**src/rtl/branch_operand_hazard_unit_pkg.sv**
```systemverilog
// Shared definitions for the ID-stage branch operand hazard/forwarding unit:
// bypass select encodings, FSM state type and default register width.
package branch_operand_hazard_unit_pkg;

    localparam int unsigned DEFAULT_REG_ADDR_W = 5;

    localparam logic [1:0] FWD_REG = 2'b00;
    localparam logic [1:0] FWD_EX  = 2'b01;
    localparam logic [1:0] FWD_MEM = 2'b10;

    typedef enum logic {
        IDLE  = 1'b0,
        STALL = 1'b1
    } state_t;

endpackage

```
**src/rtl/branch_operand_hazard_unit_operand_fwd_match.sv**
```systemverilog
// Per-operand producer match: bypass select plus load-hazard flags for one
// branch source register. $zero never matches; EX wins over MEM.
module operand_fwd_match
    import branch_operand_hazard_unit_pkg::*;
#(
    parameter int unsigned REG_ADDR_W = DEFAULT_REG_ADDR_W
) (
    input  logic                  enable,
    input  logic [REG_ADDR_W-1:0] src,
    input  logic                  ex_reg_write,
    input  logic                  ex_mem_read,
    input  logic [REG_ADDR_W-1:0] ex_rd,
    input  logic                  mem_reg_write,
    input  logic                  mem_mem_read,
    input  logic [REG_ADDR_W-1:0] mem_rd,
    output logic [1:0]            sel,
    output logic                  haz_ex,
    output logic                  haz_mem
);

    logic match_ex;
    logic match_mem;
    logic fwd_ex;

    assign match_ex  = enable && ex_reg_write && (ex_rd != '0) && (ex_rd == src);
    assign match_mem = enable && mem_reg_write && (mem_rd != '0) && (mem_rd == src);
    assign fwd_ex    = match_ex && !ex_mem_read;

    assign haz_ex  = match_ex && ex_mem_read;
    // A younger non-load writer in EX shadows any load still in MEM.
    assign haz_mem = match_mem && mem_mem_read && !fwd_ex;

    always_comb begin
        sel = FWD_REG;
        if (fwd_ex) begin
            sel = FWD_EX;
        end else if (match_mem && !mem_mem_read) begin
            sel = FWD_MEM;
        end
    end

endmodule

```
**src/rtl/branch_operand_hazard_unit.sv**
```systemverilog
// ID-stage hazard/forwarding unit for early branch resolution over NUM_SRC
// operands. Optional stats outputs enabled by BRANCH_HAZARD_STATS_EN.
module branch_operand_hazard_unit
    import branch_operand_hazard_unit_pkg::*;
#(
    parameter int unsigned REG_ADDR_W     = DEFAULT_REG_ADDR_W,
    parameter int unsigned NUM_SRC        = 2,
    parameter int unsigned LOAD_STALL_EX  = 2,
    parameter int unsigned LOAD_STALL_MEM = 1,
    parameter int unsigned CNT_W          = 2
) (
    input  logic                          clk,
    input  logic                          rst,
    input  logic                          id_branch,
    input  logic [NUM_SRC*REG_ADDR_W-1:0] id_src,
    input  logic                          ex_reg_write,
    input  logic                          ex_mem_read,
    input  logic [REG_ADDR_W-1:0]         ex_rd,
    input  logic                          mem_reg_write,
    input  logic                          mem_mem_read,
    input  logic [REG_ADDR_W-1:0]         mem_rd,
    input  logic                          flush,
    output logic [NUM_SRC*2-1:0]          fwd_sel,
    output logic                          stall,
    output logic                          bubble
`ifdef BRANCH_HAZARD_STATS_EN
   ,output logic [31:0]                   stat_stall_cycles,
    output logic [31:0]                   stat_fwd_events
`endif
);

    localparam logic [CNT_W-1:0] STALL_EX_N  = CNT_W'(LOAD_STALL_EX);
    localparam logic [CNT_W-1:0] STALL_MEM_N = CNT_W'(LOAD_STALL_MEM);
    localparam logic [CNT_W-1:0] CNT_ONE     = CNT_W'(1);

    state_t             state;
    logic [CNT_W-1:0]   cnt;
    logic [CNT_W-1:0]   need_n;
    logic               start;
    logic [NUM_SRC-1:0] haz_ex;
    logic [NUM_SRC-1:0] haz_mem;
    logic [1:0]         op_sel [NUM_SRC];

    generate
        for (genvar g = 0; g < NUM_SRC; g++) begin : g_op
            operand_fwd_match #(
                .REG_ADDR_W(REG_ADDR_W)
            ) u_match (
                .enable       (id_branch),
                .src          (id_src[g*REG_ADDR_W +: REG_ADDR_W]),
                .ex_reg_write (ex_reg_write),
                .ex_mem_read  (ex_mem_read),
                .ex_rd        (ex_rd),
                .mem_reg_write(mem_reg_write),
                .mem_mem_read (mem_mem_read),
                .mem_rd       (mem_rd),
                .sel          (op_sel[g]),
                .haz_ex       (haz_ex[g]),
                .haz_mem      (haz_mem[g])
            );
        end
    endgenerate

    always_comb begin
        need_n = '0;
        if (|haz_ex) begin
            need_n = STALL_EX_N;
        end else if (|haz_mem) begin
            need_n = STALL_MEM_N;
        end
    end

    assign start  = (state == IDLE) && id_branch && (need_n != '0) && !flush;
    assign stall  = !rst && !flush && ((state == STALL) || start);
    assign bubble = stall;

    // Selects are only meaningful while idle; a stall in progress or a flush parks them at the regfile.
    always_comb begin
        fwd_sel = '0;
        if (!rst && !flush && (state == IDLE)) begin
            for (int unsigned i = 0; i < NUM_SRC; i++) begin
                fwd_sel[i*2 +: 2] = op_sel[i];
            end
        end
    end

    always_ff @(posedge clk or posedge rst) begin
        if (rst) begin
            state <= IDLE;
            cnt   <= '0;
        end else if (flush) begin
            state <= IDLE;
            cnt   <= '0;
        end else if (state == IDLE) begin
            if (start) begin
                cnt   <= need_n - CNT_ONE;
                state <= (need_n > CNT_ONE) ? STALL : IDLE;
            end
        end else begin
            cnt <= cnt - CNT_ONE;
            if (cnt == CNT_ONE) begin
                state <= IDLE;
            end
        end
    end

`ifdef BRANCH_HAZARD_STATS_EN
    always_ff @(posedge clk or posedge rst) begin
        if (rst) begin
            stat_stall_cycles <= '0;
            stat_fwd_events   <= '0;
        end else begin
            if (stall && (stat_stall_cycles != '1)) begin
                stat_stall_cycles <= stat_stall_cycles + 32'd1;
            end
            if (id_branch && (fwd_sel != '0) && (stat_fwd_events != '1)) begin
                stat_fwd_events <= stat_fwd_events + 32'd1;
            end
        end
    end
`endif

endmodule

```
**config.mk**
```make
export PLATFORM = sky130hd
export DESIGN_NAME = branch_operand_hazard_unit
export DESIGN_NICKNAME = d
export VERILOG_FILES = /design/src/rtl/branch_operand_hazard_unit_pkg.sv /design/src/rtl/branch_operand_hazard_unit_operand_fwd_match.sv /design/src/rtl/branch_operand_hazard_unit.sv
export SDC_FILE = /design/constraint.sdc
export NUM_CORES = 1
export LEC_CHECK = 0
export BUFFER_PORTS_ARGS = -buffer_cell sky130_fd_sc_hd__buf_2
export CAP_MARGIN = 10
export CELL_PAD_IN_SITES_DETAIL_PLACEMENT = 1
export CELL_PAD_IN_SITES_GLOBAL_PLACEMENT = 2
export CORE_MARGIN = 1
export CORE_UTILIZATION = 18
export DETAILED_ROUTE_END_ITERATION = 8
export PLACE_DENSITY = 0.82
export SYNTH_ARGS = -nofsm -noshare
export SYNTH_HDL_FRONTEND = slang
export SYNTH_SLANG_ARGS = --single-unit
```
**constraint.sdc**
```tcl
create_clock -name clk -period 1.5 [get_ports clk]
set_input_delay 0.15 -clock clk [delete_from_list [all_inputs] [get_ports clk]]
set_output_delay 0.15 -clock clk [all_outputs]
set_load 0.05 [all_outputs]
```
==> summary.md, run 1 <==
| Metric | Value |
|---|---|
| Fin crit period | between 1500 and 2000 ps |
| Die area | around 3000 um^2 |
| Min-delay src | flush |
| Reg2reg start | state |
| Post-layout util | around two fifths |
| Power Density | about 420 nW/um^2 |
| Congestion Overflow GR | 0 |
| Antenna violations before repair | 0 |
| H-tree depth | 1 |
| Fill count | 326 |
| Reg area | roughly 75 um^2 |
| Die Ht | about 55 um |
| Seq/Total Area, Yosys | 14.7% |
| Violated checks | negative setup slack |
| DR vias/cell | between 4 and 5 |
| CTS Buf Count | 3 |
| Row count | 18 |
| WHS Endpoint | state |
| First-pass GRT wire length | ~3200 um |
| Slew Viols, Final | 0 |
| Lkg Pwr | about 0.45 nW |
| Die width | 55.2 um |
| Post-Synthesis Cell Area | 509 um^2 |
| Setup TNS | -1940 ps |
| Gpl congestion | slightly below 0.8 |
| Pre-Repair DR Iteration Count | 3 |
| Largest area contributor in the netlist | xnor2_1 |
| Pre-CTS worst setup slack | -514 ps |
| Status | finished with violations |
| Asr flop ratio synth | 100% |
| Worst setup SP type | primary input |
| Max capacitance violation total | 0 |
| HP Class | in2reg |
| Synth Instances | 65 |
| Fin nets | 151 |
| Synthesized Nets | 94 |
| Ant diodes | 0 |
| R2R cell count | 3 |
| Largest net degree at the start of global routing | 8 |
| Post-synth EDFFs | 0 |
| Netlist cell types | 26 |
| Antenna Violating Nets Remaining | 0 |
| Layout cell share with drive strength beyond 1 | approximately 58% |
| Post-DP HPWL | between 1500 and 2000 um |
| Post-route cell area | 1020 um^2 |
| Yosys warning total | 0 |
| Period utilization | 127% |
| Skew-Pair Late Insertion Delay | about 240 ps |
| Area growth from synthesis to layout | 99.8% |
| Post-route DRC | 0 |
| Setup crit end kind | output pin |
| Min Hold Slack | roughly 240 ps |
| Max frequency | ~530 MHz |
| Gr usage total | between 10% and 20% |
| Clock Skew | about 2 ps |
| R2R setup slack | around 250 ps |
| CTS Buffer Depth | 2 |
| Starting Density | ~20% |
| Top post-synthesis cells by area | xnor2_1 17%, xor2_1 17%, dfrtp_1 15% |
| Total clock sinks | 3 |
| CP max FO | 3 |
| R2R Path End | cnt[1] |
| Syn_area_per_cell | just under 8 um^2 |
| WHS Path Cells | 3 |
| Synth top area share | roughly 17% |
| WS Path Type | in2out |
| DP Area | 890 um^2 |
| Top cells by count, synth | 10 x xnor2_1, 10 x xor2_1, 6 x nor3_1 |
| Core area | 2570 um^2 |
| Vias | approximately 680 |
| Fin worst setup slack | -404 ps |
| TritonCTS clock tree | built |
| Final hold viol count | 0 |
| Multi-input combinational cell area | approximately 490 um^2 |
| Worst Path Arrival | roughly 1800 ps |
| Worst Path Required | about 1400 ps |
| # IOs | 34 |
| Final wirelength | roughly 1900 um |
| Number of buffers inserted by port buffering | 33 |
| Worst slew pin tran | approximately 270 ps |
| Clk slew on worst S/H paths | approximately 40 ps |
| CTS root buffer | clkbuf_4 |
| DRT iter0 DRCs | 8 |
| VDD IR-drop max | ~0.22 mV |
| Final setup viols | 8 |
| RSZ-0062 raised after global routing | yes |
| Slew headroom | about four fifths |
| Number of global-route vias before repair | about 750 |
| Dominant synthesized flop cell | dfrtp_1 |
| Flops & latches, synth | 3 |
| Routed WL per cell | about 13 um |
flip-flops by register name, indices dropped and copies added (netlist names):
register / cells
state: 1
cnt: 2
report_power, final:
part / switching, mW / leakage, nW / internal, mW
sequential: 0.000799 / 0.0418 / 0.0826
combinational: 0.0894 / 0.397 / 0.103
clock: 0.0468 / 0.0150 / 0.100
metrics by stage:
| stage | cells | power (mW) |
|---|---|---|
| after global placement | 145 | 0.257 |
| after floorplan | 65 | 0.157 |
| after detailed placement | 145 | 0.262 |
| after CTS | 151 | 0.423 |
| final | 151 | 0.423 |
| after global routing | 151 | 0.446 |
worst max-delay path: stages:
cell and delay, ps:
buf_6 90, or3_4 370, o311a_1 310, or2b_1 190, o211ai_1 130, a21boi_2 200, o31a_4 150, buf_6 150
how the worst max path moves through the flow:
stage | start | endpoint | slack, ps | cells past startpoint
2_1_floorplan | ex_rd[4] | stall | -400 | 7
3_3_place_gp | ex_rd[1] | bubble | -480 | 9
3_5_place_dp | ex_rd[4] | fwd_sel[1] | -510 | 8
4_1_cts | ex_rd[4] | fwd_sel[1] | -420 | 8
5_1_grt | ex_rd[4] | stall | -480 | 8
6_report | ex_rd[4] | stall | -400 | 8
placed cells by master, fill, tap and decap left out, drive strengths merged, types with 2 or more instances in the layout:
master and count:
clkbuf 4, xor2 10, buf 53, a21oi 2, inv 4, or3 3
o311a 2, nor3 6, xnor2 10, nand3 4, dfrtp 3, o211ai 2
nor2 5
area by class of cell:
type,instances,share of cell area (%)
clock buffers,4,2.58
inverters,4,1.48
multi-input cells,56,48.0
flip-flops and latches,3,7.38
well taps,30,3.69
repair buffers,54,36.9
cell families (layout without fill, tap and decap cells):
group	Yosys count	count (layout)	synth area share (%)
simple gates	24	24	25.1
compound gates	10	10	16.2
flops	3	3	14.7
buf+inv	6	62	5.16
xor+xnor	20	20	34.4
mux	1	1	1.97
fa+ha+maj	1	1	2.46
what timing repair did:
| action | 4_1_cts | 5_1_grt |
|---|---|---|
| hold endpoints to repair | 3 | 0 |
| gates resized for setup | 17 | 4 |
| hold buffers | 1 | 0 |
| pin swaps | 5 | 3 |
| endpoints found under the setup margin | 8 | 8 |
| buffers inserted | 1 | 0 |
layer usage:
metal / routed length, um / part of all wire (%) / up-vias / track usage (%)
li1: - / - / 340 / -
met1: 837 / 44 / 324 / 17.4
met2: 1020 / 53 / 10 / 27.7
met3: 44 / 2.3 / 2 / 1.37
met4: 17 / 0.89 / 0 / 5.00
met5: 0 / 0 / - / 0
No activity file was read; power rests on OpenSTA's default activity.
==> inputs of run 2 (changes only) <==
--- a/config.mk
+++ b/config.mk
@@ -10,9 +10,10 @@
 export CELL_PAD_IN_SITES_DETAIL_PLACEMENT = 1
 export CELL_PAD_IN_SITES_GLOBAL_PLACEMENT = 2
 export CORE_MARGIN = 1
-export CORE_UTILIZATION = 18
+export CORE_UTILIZATION = 19
+export CTS_BUF_LIST = sky130_fd_sc_hd__clkbuf_8
 export DETAILED_ROUTE_END_ITERATION = 8
-export PLACE_DENSITY = 0.82
+export PLACE_DENSITY = 0.86
 export SYNTH_ARGS = -nofsm -noshare
 export SYNTH_HDL_FRONTEND = slang
 export SYNTH_SLANG_ARGS = --single-unit
==> run 2 against run 1 <==
Compared with the run above:
- the flow still finishes with violations (negative setup slack)
- clock power increased by 59%
- sequential power about the same
- count of clock-buffer cells in the layout is 1 lower
- worst hold slack gained 46 ps
- critical path type unchanged
- critical endpoint is now bubble
- largest power group is now the clock network
==> summary.md, run 2 (synthesis results as in run 1) <==
| Metric | Value |
|---|---|
| Status | finished with violations |
| Violated checks | negative setup slack |
| Number of buffers inserted by port buffering | 33 (unchanged) |
| Post-route DRC | 0 (unchanged) |
| Commonest non-fill, non-tap cells in the layout | 25 x buf_2, 19 x buf_4, 10 x xnor2_1, 9 x buf_6, 8 x xor2_1 |
| Largest net degree at the start of global routing | 8 (unchanged) |
| Total clock sinks | 3 (unchanged) |
| Clk slew on worst S/H paths | 30 ps (about the same) |
| Period utilization | 131% (+3.7 points) |
| RSZ-0062 raised after global routing | yes |
| Largest register FFs | 2 (unchanged) |
| R2R cell count | 3 (unchanged) |
| Pre-Repair DR Iteration Count | 2 (-1) |
| Area growth from synthesis to layout | 110% |
| Post-DP HPWL | 1620 um (-1.8%) |
| Antenna Violating Nets Remaining | 0 (unchanged) |
| Core area | 2500 um^2 (-2.6%) |
| DR vias/cell | 4.49 (+0.37%) |
| Setup TNS | -2370 ps (-428 ps) |
| Antenna violations before repair | 0 (unchanged) |
| Die Ht | 53.8 um (-2.6%) |
| CP max FO | 3 (unchanged) |
| CTS root buffer | clkbuf_8 |
| Ant diodes | 0 (unchanged) |
| WHS Path Cells | 3 (unchanged) |
| Final hold viol count | 0 (unchanged) |
| Clock Skew | 0.984 ps (-0.997 ps) |
| VDD IR-drop max | 0.840 mV (+280%) |
| Commonest non-fill, non-tap cell in the layout | buf_2 |
| Reg2reg start | state |
| Die width | 53.8 um (-2.6%) |
| WS Path Type | in2out |
| # IOs | 34 (unchanged) |
| Gpl congestion | 0.768 (-3.2%) |
| Max frequency | 510 MHz (-2.8%) |
| Setup crit end | bubble |
| Worst Path Arrival | 1810 ps (+60 ps) |
| Lkg Pwr | 0.475 nW (+4.5%) |
| Final wirelength | 2200 um (+15%) |
| DRT iter0 DRCs | 8 (unchanged) |
| Layout cell share with drive strength beyond 1 | 59.0% (+1.2 points) |
| Biggest regs | cnt: 2 flops, state: 1 flops |
| Fill count | 302 (-7.4%) |
| R2R Path End | cnt[1] |
| Vias | 683 (+1.0%) |
| H-tree depth | 1 (unchanged) |
| CTS Buf Count | 3 (unchanged) |
| Routed WL per cell | 14.5 um (+14%) |
| Worst Path Required | 1350 ps (about the same) |
| Power Density | 487 nW/um^2 (+17%) |
| Congestion Overflow GR | 0 (unchanged) |
| Row count | 18 (unchanged) |
| Multi-input combinational cell area | 502 um^2 (+2.8%) |
| Max capacitance violation total | 0 (unchanged) |
| Worst setup SP type | primary input |
| Number of global-route vias before repair | 766 (+2.0%) |
| HP Class | in2reg |
| Reg area | 75.1 um^2 (unchanged) |
| Fin crit period | 1960 ps (+55.2 ps) |
| Fin worst setup slack | -459 ps (-55.2 ps) |
| Final setup viols | 8 (unchanged) |
| Top reg by flops | cnt |
| Starting Density | 20.4% (+0.54 points) |
| Setup crit end kind | output pin |
| Pre-CTS worst setup slack | -523 ps (-8.09 ps) |
| TritonCTS clock tree | built |
| Slew Viols, Final | 0 (unchanged) |
| Fin nets | 152 (+0.66%) |
| Setup crit start | ex_rd[4] |
| Die area | 2890 um^2 (-5.1%) |
| Slew headroom | 81.4% (-0.27 points) |
| Worst slew pin tran | 279 ps (+5.05 ps) |
| Gr usage total | 16.8% (+1.9 points) |
| Skew-Pair Late Insertion Delay | 210 ps (-30 ps) |
| CTS Buffer Depth | 2 (unchanged) |
| R2R setup slack | 220 ps (-30 ps) |
| First-pass GRT wire length | 3470 um (+9.3%) |
[run 2: cell count changes in the layout (fill, tap and decap cells not counted), sizes merged]
cell,before,now
clkbuf,4,3
inv,4,5
buf,53,54
[run 2: power breakdown]
group	switching (mW)	total (mW)	internal [mW]	leakage, nW
registers	0.000898	0.0836	0.0827	0.0418
clock network	0.0588	0.234	0.175	0.0269
logic	0.0944	0.203	0.108	0.406
[run 2: repair_timing]
| action | CTS | global route |
|---|---|---|
| setup endpoints to repair | 8 | 8 |
| buffers inserted | 2 | 1 |
| pin swaps | 9 | 2 |
| hold buffers | 1 | 0 |
| hold endpoints to repair | 3 | 0 |
| gates resized for setup | 22 | 2 |
[run 2: how the worst min path moves through the flow]
| stage | from | to | slack, ps |
|---|---|---|---|
| final | flush | state | 280 |
| after global routing | flush | state | 300 |
| after CTS | flush | state | 260 |
| after detailed placement | rst | cnt[0] | 40 |
| after global placement | rst | cnt[1] | 40 |
| after floorplan | rst | cnt[0] | -100 |
[run 2: cell type report]
type	instances	area share, %
clock buffer	3	3.86
clock inverter	1	0.351
inverter	4	1.41
multi-input combinational	56	47.0
sequential	3	7.03
tap	30	3.51
timing repair buffer	55	36.9
[run 2: worst max-delay path: stages]
cell,delay [ps]
buf_6,90
or3_1,390
o311a_1,320
or2b_1,190
o211ai_1,120
a21boi_2,220
o31a_4,160
buf_6,150
[run 2: routing by layer]
layer | up-vias | wire length [um] | GRT usage [%]
met5 | - | 0 | 0
met4 | 0 | 0 | 0
met3 | 0 | 57 | 3.67
met2 | 11 | 1200 | 32.5
met1 | 332 | 938 | 19.5
li1 | 340 | - | -
[run 2: through the flow]
stage | power, mW | std cells | area [um^2] | hold WS (ps) | util [%]
after floorplan | 0.157 | 65 | 564 | -96.4 | -
after global placement | 0.254 | 144 | 882 | 42.6 | 35.3
after detailed placement | 0.259 | 144 | 882 | 44.5 | 35.3
after CTS | 0.519 | 151 | 1050 | 258 | 41.8
after global routing | 0.550 | 152 | 1070 | 303 | 42.7
final | 0.520 | 152 | 1070 | 281 | 42.7
